==> config.mk <==
export PLATFORM = sky130hd
export DESIGN_NAME = clksel_sequencer_flat
export DESIGN_NICKNAME = d
export VERILOG_FILES = /design/src/rtl/clksel_sequencer_pkg.sv /design/src/rtl/clksel_sequencer_if.sv /design/src/rtl/clksel_sequencer_sync2ff.sv /design/src/rtl/clksel_sequencer.sv /design/src/flat_wrapper.sv
export SDC_FILE = /design/constraint.sdc
export NUM_CORES = 1
export LEC_CHECK = 0
export ABC_AREA = 1
export CAP_MARGIN = 10
export CORE_MARGIN = 2
export CORE_UTILIZATION = 30
export CTS_CLUSTER_DIAMETER = 150
export CTS_CLUSTER_SIZE = 20
export DETAILED_ROUTE_END_ITERATION = 10
export GPL_TIMING_DRIVEN = 0
export HOLD_SLACK_MARGIN = 0.08
export SETUP_SLACK_MARGIN = 0.5
export SYNTH_ARGS = -nofsm -noshare
export SYNTH_HDL_FRONTEND = slang
export SYNTH_SLANG_ARGS = --single-unit
export TNS_END_PERCENT = 1
==> constraint.sdc <==
create_clock -name hsclk_in -period 1.95 [get_ports hsclk_in]
set_input_delay 0.195 -clock hsclk_in [delete_from_list [all_inputs] [get_ports hsclk_in]]
set_output_delay 0.195 -clock hsclk_in [all_outputs]
set_load 0.01 [all_outputs]
==> src/rtl/clksel_sequencer_pkg.sv <==
// Shared types and defaults for the CPU clock-switch sequencer.
// States are Gray-coded so that bit 0 is hsclk_sel and bit0^bit1 is busy.
package clksel_sequencer_pkg;

  typedef enum logic [1:0] {
    S_LS    = 2'b00,
    S_TO_HS = 2'b01,
    S_HS    = 2'b11,
    S_TO_LS = 2'b10
  } state_e;

  localparam int DWELL_DEF   = 16;
  localparam int TIMEOUT_DEF = 255;
  localparam int CNT_W_DEF   = 8;

  typedef struct packed {
    logic div_sel;
    logic delay_sel;
  } clk_cfg_t;

  function automatic logic sel_of(state_e s);
    return (s == S_TO_HS) || (s == S_HS);
  endfunction

  function automatic logic busy_of(state_e s);
    return (s == S_TO_HS) || (s == S_TO_LS);
  endfunction

endpackage

==> src/rtl/clksel_sequencer_if.sv <==
// Sequencer <-> clock-switch connection: select/config controls out, selected feedback back.
interface clksel_sequencer_if;
  logic hsclk_sel;
  logic cpuclk_div_sel;
  logic delay_sel;
  logic hsclk_selected;
  logic lsclk_selected;

  modport master (
    output hsclk_sel, cpuclk_div_sel, delay_sel,
    input  hsclk_selected, lsclk_selected
  );

  modport slave (
    input  hsclk_sel, cpuclk_div_sel, delay_sel,
    output hsclk_selected, lsclk_selected
  );
endinterface

==> src/rtl/clksel_sequencer_sync2ff.sv <==
// Two-flop synchroniser for the asynchronous clock-switch feedback.
module clksel_sequencer_sync2ff #(
  parameter logic RST_VAL = 1'b0
) (
  input  logic hsclk_in,
  input  logic rst_b,
  input  logic d,
  output logic q
);
  logic meta;

  always_ff @(posedge hsclk_in or negedge rst_b) begin
    if (!rst_b) begin
      meta <= RST_VAL;
      q    <= RST_VAL;
    end else begin
      meta <= d;
      q    <= meta;
    end
  end
endmodule

==> src/rtl/clksel_sequencer.sv <==
// CPU clock-switch sequencer: dwell hysteresis, urgent-slow bypass, handshake
// timeout with sticky error, and divider/delay updates applied only while settled slow.
module clksel_sequencer
  import clksel_sequencer_pkg::*;
#(
  parameter int   DWELL_CYCLES   = DWELL_DEF,
  parameter int   TIMEOUT_CYCLES = TIMEOUT_DEF,
  parameter int   CNT_W          = CNT_W_DEF,
  parameter logic DIV_SEL_RST    = 1'b0,
  parameter logic DELAY_SEL_RST  = 1'b0
) (
  input  logic                      hsclk_in,
  input  logic                      rst_b,
  input  logic                      hs_req,
  input  logic                      ls_urgent,
  input  logic                      cfg_we,
  input  logic                      cfg_div_sel,
  input  logic                      cfg_delay_sel,
  input  logic                      err_clr,
  clksel_sequencer_if.master        sw,
  output logic                      busy,
  output logic                      cfg_pending,
  output logic                      switch_err
);

  localparam logic [CNT_W-1:0] DWELL_C = CNT_W'(DWELL_CYCLES);
  localparam logic [CNT_W-1:0] TO_C    = CNT_W'(TIMEOUT_CYCLES);

  state_e           state, nxt;
  logic [CNT_W-1:0] cnt, cnt_inc;
  logic             hs_s, ls_s, hs_ok, ls_ok;
  logic             dwell_done, cnt_to, tmo, ls_idle;
  logic             hsclk_sel_q;
  clk_cfg_t         cfg_q, shadow;

  // Feedback idles as "slow selected" so a fresh reset is immediately settled.
  clksel_sequencer_sync2ff #(.RST_VAL(1'b0)) u_sync_hs (
    .hsclk_in (hsclk_in),
    .rst_b    (rst_b),
    .d        (sw.hsclk_selected),
    .q        (hs_s)
  );

  clksel_sequencer_sync2ff #(.RST_VAL(1'b1)) u_sync_ls (
    .hsclk_in (hsclk_in),
    .rst_b    (rst_b),
    .d        (sw.lsclk_selected),
    .q        (ls_s)
  );

  assign hs_ok      = hs_s & ~ls_s;
  assign ls_ok      = ls_s & ~hs_s;
  assign dwell_done = (cnt >= DWELL_C);
  assign cnt_to     = (cnt == TO_C);
  assign cnt_inc    = (cnt == '1) ? cnt : cnt + 1'b1;
  assign ls_idle    = (state == S_LS) && ls_ok;

  always_comb begin
    nxt = state;
    tmo = 1'b0;
    case (state)
      S_LS: begin
        if (hs_req && !ls_urgent && dwell_done && !cfg_pending && ls_ok) nxt = S_TO_HS;
      end
      S_TO_HS: begin
        if (ls_urgent)   nxt = S_TO_LS;
        else if (hs_ok)  nxt = S_HS;
        else if (cnt_to) begin
          nxt = S_TO_LS;
          tmo = 1'b1;
        end
      end
      S_HS: begin
        if (ls_urgent)                                    nxt = S_TO_LS;
        else if ((!hs_req || cfg_pending) && dwell_done)  nxt = S_TO_LS;
      end
      S_TO_LS: begin
        // A stuck return keeps hsclk_sel low; only the counter restarts.
        if (ls_ok)       nxt = S_LS;
        else if (cnt_to) tmo = 1'b1;
      end
      default: nxt = S_LS;
    endcase
  end

  always_ff @(posedge hsclk_in or negedge rst_b) begin
    if (!rst_b) begin
      state       <= S_LS;
      hsclk_sel_q <= 1'b0;
      busy        <= 1'b0;
      cnt         <= '0;
      switch_err  <= 1'b0;
    end else begin
      state       <= nxt;
      hsclk_sel_q <= sel_of(nxt);
      busy        <= busy_of(nxt);
      cnt         <= ((nxt != state) || tmo) ? '0 : cnt_inc;
      if (tmo)          switch_err <= 1'b1;
      else if (err_clr) switch_err <= 1'b0;
    end
  end

  // Divider/delay only move while the CPU sits on a confirmed slow clock.
  always_ff @(posedge hsclk_in or negedge rst_b) begin
    if (!rst_b) begin
      cfg_q       <= '{div_sel: DIV_SEL_RST, delay_sel: DELAY_SEL_RST};
      shadow      <= '{div_sel: DIV_SEL_RST, delay_sel: DELAY_SEL_RST};
      cfg_pending <= 1'b0;
    end else if (cfg_we) begin
      shadow <= '{div_sel: cfg_div_sel, delay_sel: cfg_delay_sel};
      if (ls_idle) begin
        cfg_q       <= '{div_sel: cfg_div_sel, delay_sel: cfg_delay_sel};
        cfg_pending <= 1'b0;
      end else begin
        cfg_pending <= 1'b1;
      end
    end else if (cfg_pending && ls_idle) begin
      cfg_q       <= shadow;
      cfg_pending <= 1'b0;
    end
  end

  assign sw.hsclk_sel      = hsclk_sel_q;
  assign sw.cpuclk_div_sel = cfg_q.div_sel;
  assign sw.delay_sel      = cfg_q.delay_sel;

endmodule

==> src/flat_wrapper.sv <==
// flat-port wrapper written by rule: the top's interface ports become plain ports
module clksel_sequencer_flat import clksel_sequencer_pkg::*;
#(
  parameter int   DWELL_CYCLES   = DWELL_DEF,
  parameter int   TIMEOUT_CYCLES = TIMEOUT_DEF,
  parameter int   CNT_W          = CNT_W_DEF,
  parameter logic DIV_SEL_RST    = 1'b0,
  parameter logic DELAY_SEL_RST  = 1'b0
)
  (hsclk_in, rst_b, hs_req, ls_urgent, cfg_we, cfg_div_sel, cfg_delay_sel, err_clr, busy, cfg_pending, switch_err, sw_hsclk_sel, sw_cpuclk_div_sel, sw_delay_sel, sw_hsclk_selected, sw_lsclk_selected);
  clksel_sequencer_if sw_i ();
  input  logic hsclk_in;
  input  logic rst_b;
  input  logic hs_req;
  input  logic ls_urgent;
  input  logic cfg_we;
  input  logic cfg_div_sel;
  input  logic cfg_delay_sel;
  input  logic err_clr;
  output logic busy;
  output logic cfg_pending;
  output logic switch_err;
  output wire logic [$bits(sw_i.hsclk_sel)-1:0] sw_hsclk_sel;
  output wire logic [$bits(sw_i.cpuclk_div_sel)-1:0] sw_cpuclk_div_sel;
  output wire logic [$bits(sw_i.delay_sel)-1:0] sw_delay_sel;
  input wire logic [$bits(sw_i.hsclk_selected)-1:0] sw_hsclk_selected;
  input wire logic [$bits(sw_i.lsclk_selected)-1:0] sw_lsclk_selected;
  assign sw_hsclk_sel = sw_i.hsclk_sel;
  assign sw_cpuclk_div_sel = sw_i.cpuclk_div_sel;
  assign sw_delay_sel = sw_i.delay_sel;
  assign sw_i.hsclk_selected = sw_hsclk_selected;
  assign sw_i.lsclk_selected = sw_lsclk_selected;
  clksel_sequencer #(.DWELL_CYCLES(DWELL_CYCLES), .TIMEOUT_CYCLES(TIMEOUT_CYCLES), .CNT_W(CNT_W), .DIV_SEL_RST(DIV_SEL_RST), .DELAY_SEL_RST(DELAY_SEL_RST)) u_core (.hsclk_in(hsclk_in), .rst_b(rst_b), .hs_req(hs_req), .ls_urgent(ls_urgent), .cfg_we(cfg_we), .cfg_div_sel(cfg_div_sel), .cfg_delay_sel(cfg_delay_sel), .err_clr(err_clr), .sw(sw_i), .busy(busy), .cfg_pending(cfg_pending), .switch_err(switch_err));
endmodule
==> results.sh <==
export IMPL_rsz0062_at_grt="true"
export IMPL_ys_warn_count=0
export IMPL_grt_pass1_wl_mm=4.39
export IMPL_netlist_area_sq_mm=0.00120
export IMPL_setup_tns_ns=0
export IMPL_ctsLongestPathBuffers=2
export IMPL_holdPathStages=1
export IMPL_antenna_cells=0
export IMPL_ios=16
export IMPL_final_cell_mix="29 x nand2_1, 20 x inv_1, 17 x dfrtp_1"
export IMPL_drc=0
export IMPL_yosys_cell_types_count=24
export IMPL_path_clk_slew_ns=0.08
export IMPL_p_per_area_mw_per_mm2=1270
export IMPL_r2r_setup_slack_ns=0.34
export IMPL_grt_overflow=0
export IMPL_place_ws_ns=0.245
export IMPL_instances_no_fill=221
export IMPL_ant_nets=0
export IMPL_wl_met1_mm=1.13
export IMPL_worstMarginPinSlew_ns=0.947
export IMPL_hp_start="sw_lsclk_selected"
export IMPL_antenna_found_initial=0
export IMPL_layout_nets=191
export IMPL_post_drt_wl_per_cell_um=11.1
export IMPL_place_congestion=0.795
export IMPL_syn_num_nets=162
export IMPL_area_growth_pct=35.1
export IMPL_slowest_stage="dfrtp_2"
export IMPL_worst_setup_path_end_kind="flip-flop"
export IMPL_dp_cells=208
export IMPL_run_status="finished, final reports clean"
export IMPL_drt_initial_drc_count=43
export IMPL_finalClockSkew_ns=0.00429
export IMPL_syn_area_per_cell_sq_um=8.28
export IMPL_hold_violations=0
export IMPL_fin_crit_sh_pct=82.7
export IMPL_synth_cells=145
export IMPL_critPathMaxStageDelay_ns=0.48
export IMPL_cp_max_fo=8
export IMPL_die_area_sq_mm=0.00452
export IMPL_insertion_delay_ns=0.26
export IMPL_drt_pass1_iterations=4
export IMPL_finalCriticalPeriod_ns=1.61
export IMPL_grt_pass1_vias=1019
export IMPL_slew_headroom_pct=36.6
export IMPL_rows=22
export IMPL_fp_dieW_um=67.2
export IMPL_wl_met2_mm=1.23
export IMPL_setup_slack_ns=0.337
export IMPL_clockRootBuffer="clkbuf_8"
export IMPL_numCtsBuffers=3
export IMPL_dr_wl_met3_um=68
export IMPL_hpwlAfterDp_mm=1.73
export IMPL_top_layer="met4"
export IMPL_max_freq_mhz=620
export IMPL_ys_ff_latch=21
export IMPL_r2r_start="u_core.sw.hsclk_sel"
export IMPL_hold_path_class="in -> reg"
export IMPL_path_class="reg -> reg"
export IMPL_cap_violations=0
export IMPL_wirelength_mm=2.46
export IMPL_worstRegToRegCells=9
export IMPL_cts_tree="done"
export IMPL_numPortBuffers=15
export IMPL_initial_core_util_pct=32.1
export IMPL_setup_viol=0
export IMPL_coreArea_sq_mm=0.00374
export IMPL_gr_usage_all_layers_pct=12.7
export IMPL_mostFrequentLayoutCell="nand2_1"
export IMPL_cts_sinks=21
export IMPL_drv_slew=0
export IMPL_via_per_inst=4.52
export IMPL_synth_seq_area_share_pct=44.0
export IMPL_timing_rr_end="u_core.cnt[4]"
export IMPL_drive_gt1_share_pct=30.1
export IMPL_required_ns=2.10
export IMPL_peakVddDrop_uv=462
export IMPL_finalPower_w=0.00206
export IMPL_die_h_um=67.2
export IMPL_power_leakage_nw=0.750
export IMPL_htreeDepth=1
export IMPL_cp_arrival_ns=1.76
export IMPL_via_count=1000
export IMPL_grt_max_degree=22
export IMPL_hold_ws_ns=0.342
export IMPL_setup_worst_path_start_class="flip-flop"
export IMPL_hold_path_end="u_core.u_sync_ls.meta"
export IMPL_path_cells="ha_1, inv_1, nor2_1, a21boi_0, nand4_1, nand2_2, inv_2, nand3_4, nor2_2"
## power breakdown
group          total, W  internal (W)  switching (W)  leakage [nW]
Clock          0.000285      0.000146       0.000140        0.0228
Combinational   0.00115      0.000494       0.000654         0.469
Sequential     0.000624      0.000532      0.0000916         0.259
## how the worst max path moves through the flow
stage	end	from
after global routing	u_core.cnt[4]	u_core.sw.hsclk_sel
after floorplan	u_core.cnt[0]	u_core.sw.hsclk_sel
after detailed placement	u_core.cnt[0]	u_core.cnt[0]
final	u_core.cnt[4]	u_core.sw.hsclk_sel
after global placement	u_core.cnt[0]	u_core.cnt[0]
after CTS	u_core.cnt[7]	u_core.sw.hsclk_sel
## cells in the mapped netlist (all sizes together)
cell type / number / area share (%)
xor2: 3 / 2.2
inv: 26 / 8.1
o21ai: 3 / 1.3
o32ai: 1 / 0.73
nand3: 10 / 5.2
o22ai: 2 / 1.0
nand2: 39 / 14
a21oi: 3 / 2.2
a31oi: 2 / 1.0
a21boi: 1 / 0.63
nand4: 2 / 1.0
o21bai: 1 / 0.63
nor2: 23 / 9.7
nor3: 1 / 0.42
dfrtp: 19 / 40
dfstp: 2 / 4.4
ha: 7 / 7.3
## area by class of cell
type                    instances  area (sq um)
flip-flops and latches         21           531
multi-input cells              98           661
clock buffers                   4          45.0
inverters                      26           108
well taps                      48          60.1
repair buffers                 24           218
fillers                       378          2120
## cells by family after synthesis
kind of cell / count (synthesis) / synth area share (%)
and+or+nand+nor: 75 / 30.9
buffers and inverters: 26 / 8.13
DFF: 21 / 44.0
AOI/OAI and AO/OA: 13 / 7.51
adders and majority gates: 7 / 7.30
xor gates and xnor gates: 3 / 2.19
## per-stage QoR
stage | cell area [sq um] | util (%)
final | 1620 | 43.3
after global routing | 1620 | 43.3
after detailed placement | 1440 | 38.6
after floorplan | 1230 | -
after CTS | 1620 | 43.2
after global placement | 1440 | 38.6
## state kept, by name, summed over array words and instances (netlist names)
register / flops
u_core.state: 1
u_core.sw.cpuclk_div_sel: 1
u_core.u_sync_hs.meta: 1
u_core.busy: 1
u_core.sw.delay_sel: 1
u_core.switch_err: 1
u_core.u_sync_hs.q: 1
u_core.cnt: 8
u_core.u_sync_ls.meta: 1
u_core.u_sync_ls.q: 1
u_core.sw.hsclk_sel: 1
u_core.cfg_pending: 1
u_core.shadow: 2
## layer usage
metal | up-vias | track usage, %
met2 | 12 | 22.5
met5 | - | 0
met1 | 475 | 15.1
met4 | 0 | 3.06
li1 | 508 | -
met3 | 5 | 3.50
## worst max-delay path: cells and delay by family (launching register included)
kind / cells / cell delay (ns)
and+or+nand+nor: 5 / 0.49
DFF: 1 / 0.48
buffers and inverters: 2 / 0.10
adders and majority gates: 1 / 0.22
AOI/OAI and AO/OA: 1 / 0.21
## repair_timing
action / CTS / global route
pin swaps: 10 / 6
hold buffers: 0 / 0
setup buffers: 9 / 0
gates resized for setup: 12 / 1
endpoints found under the setup margin: 11 / 13
(Power assumes the default switching activity.)
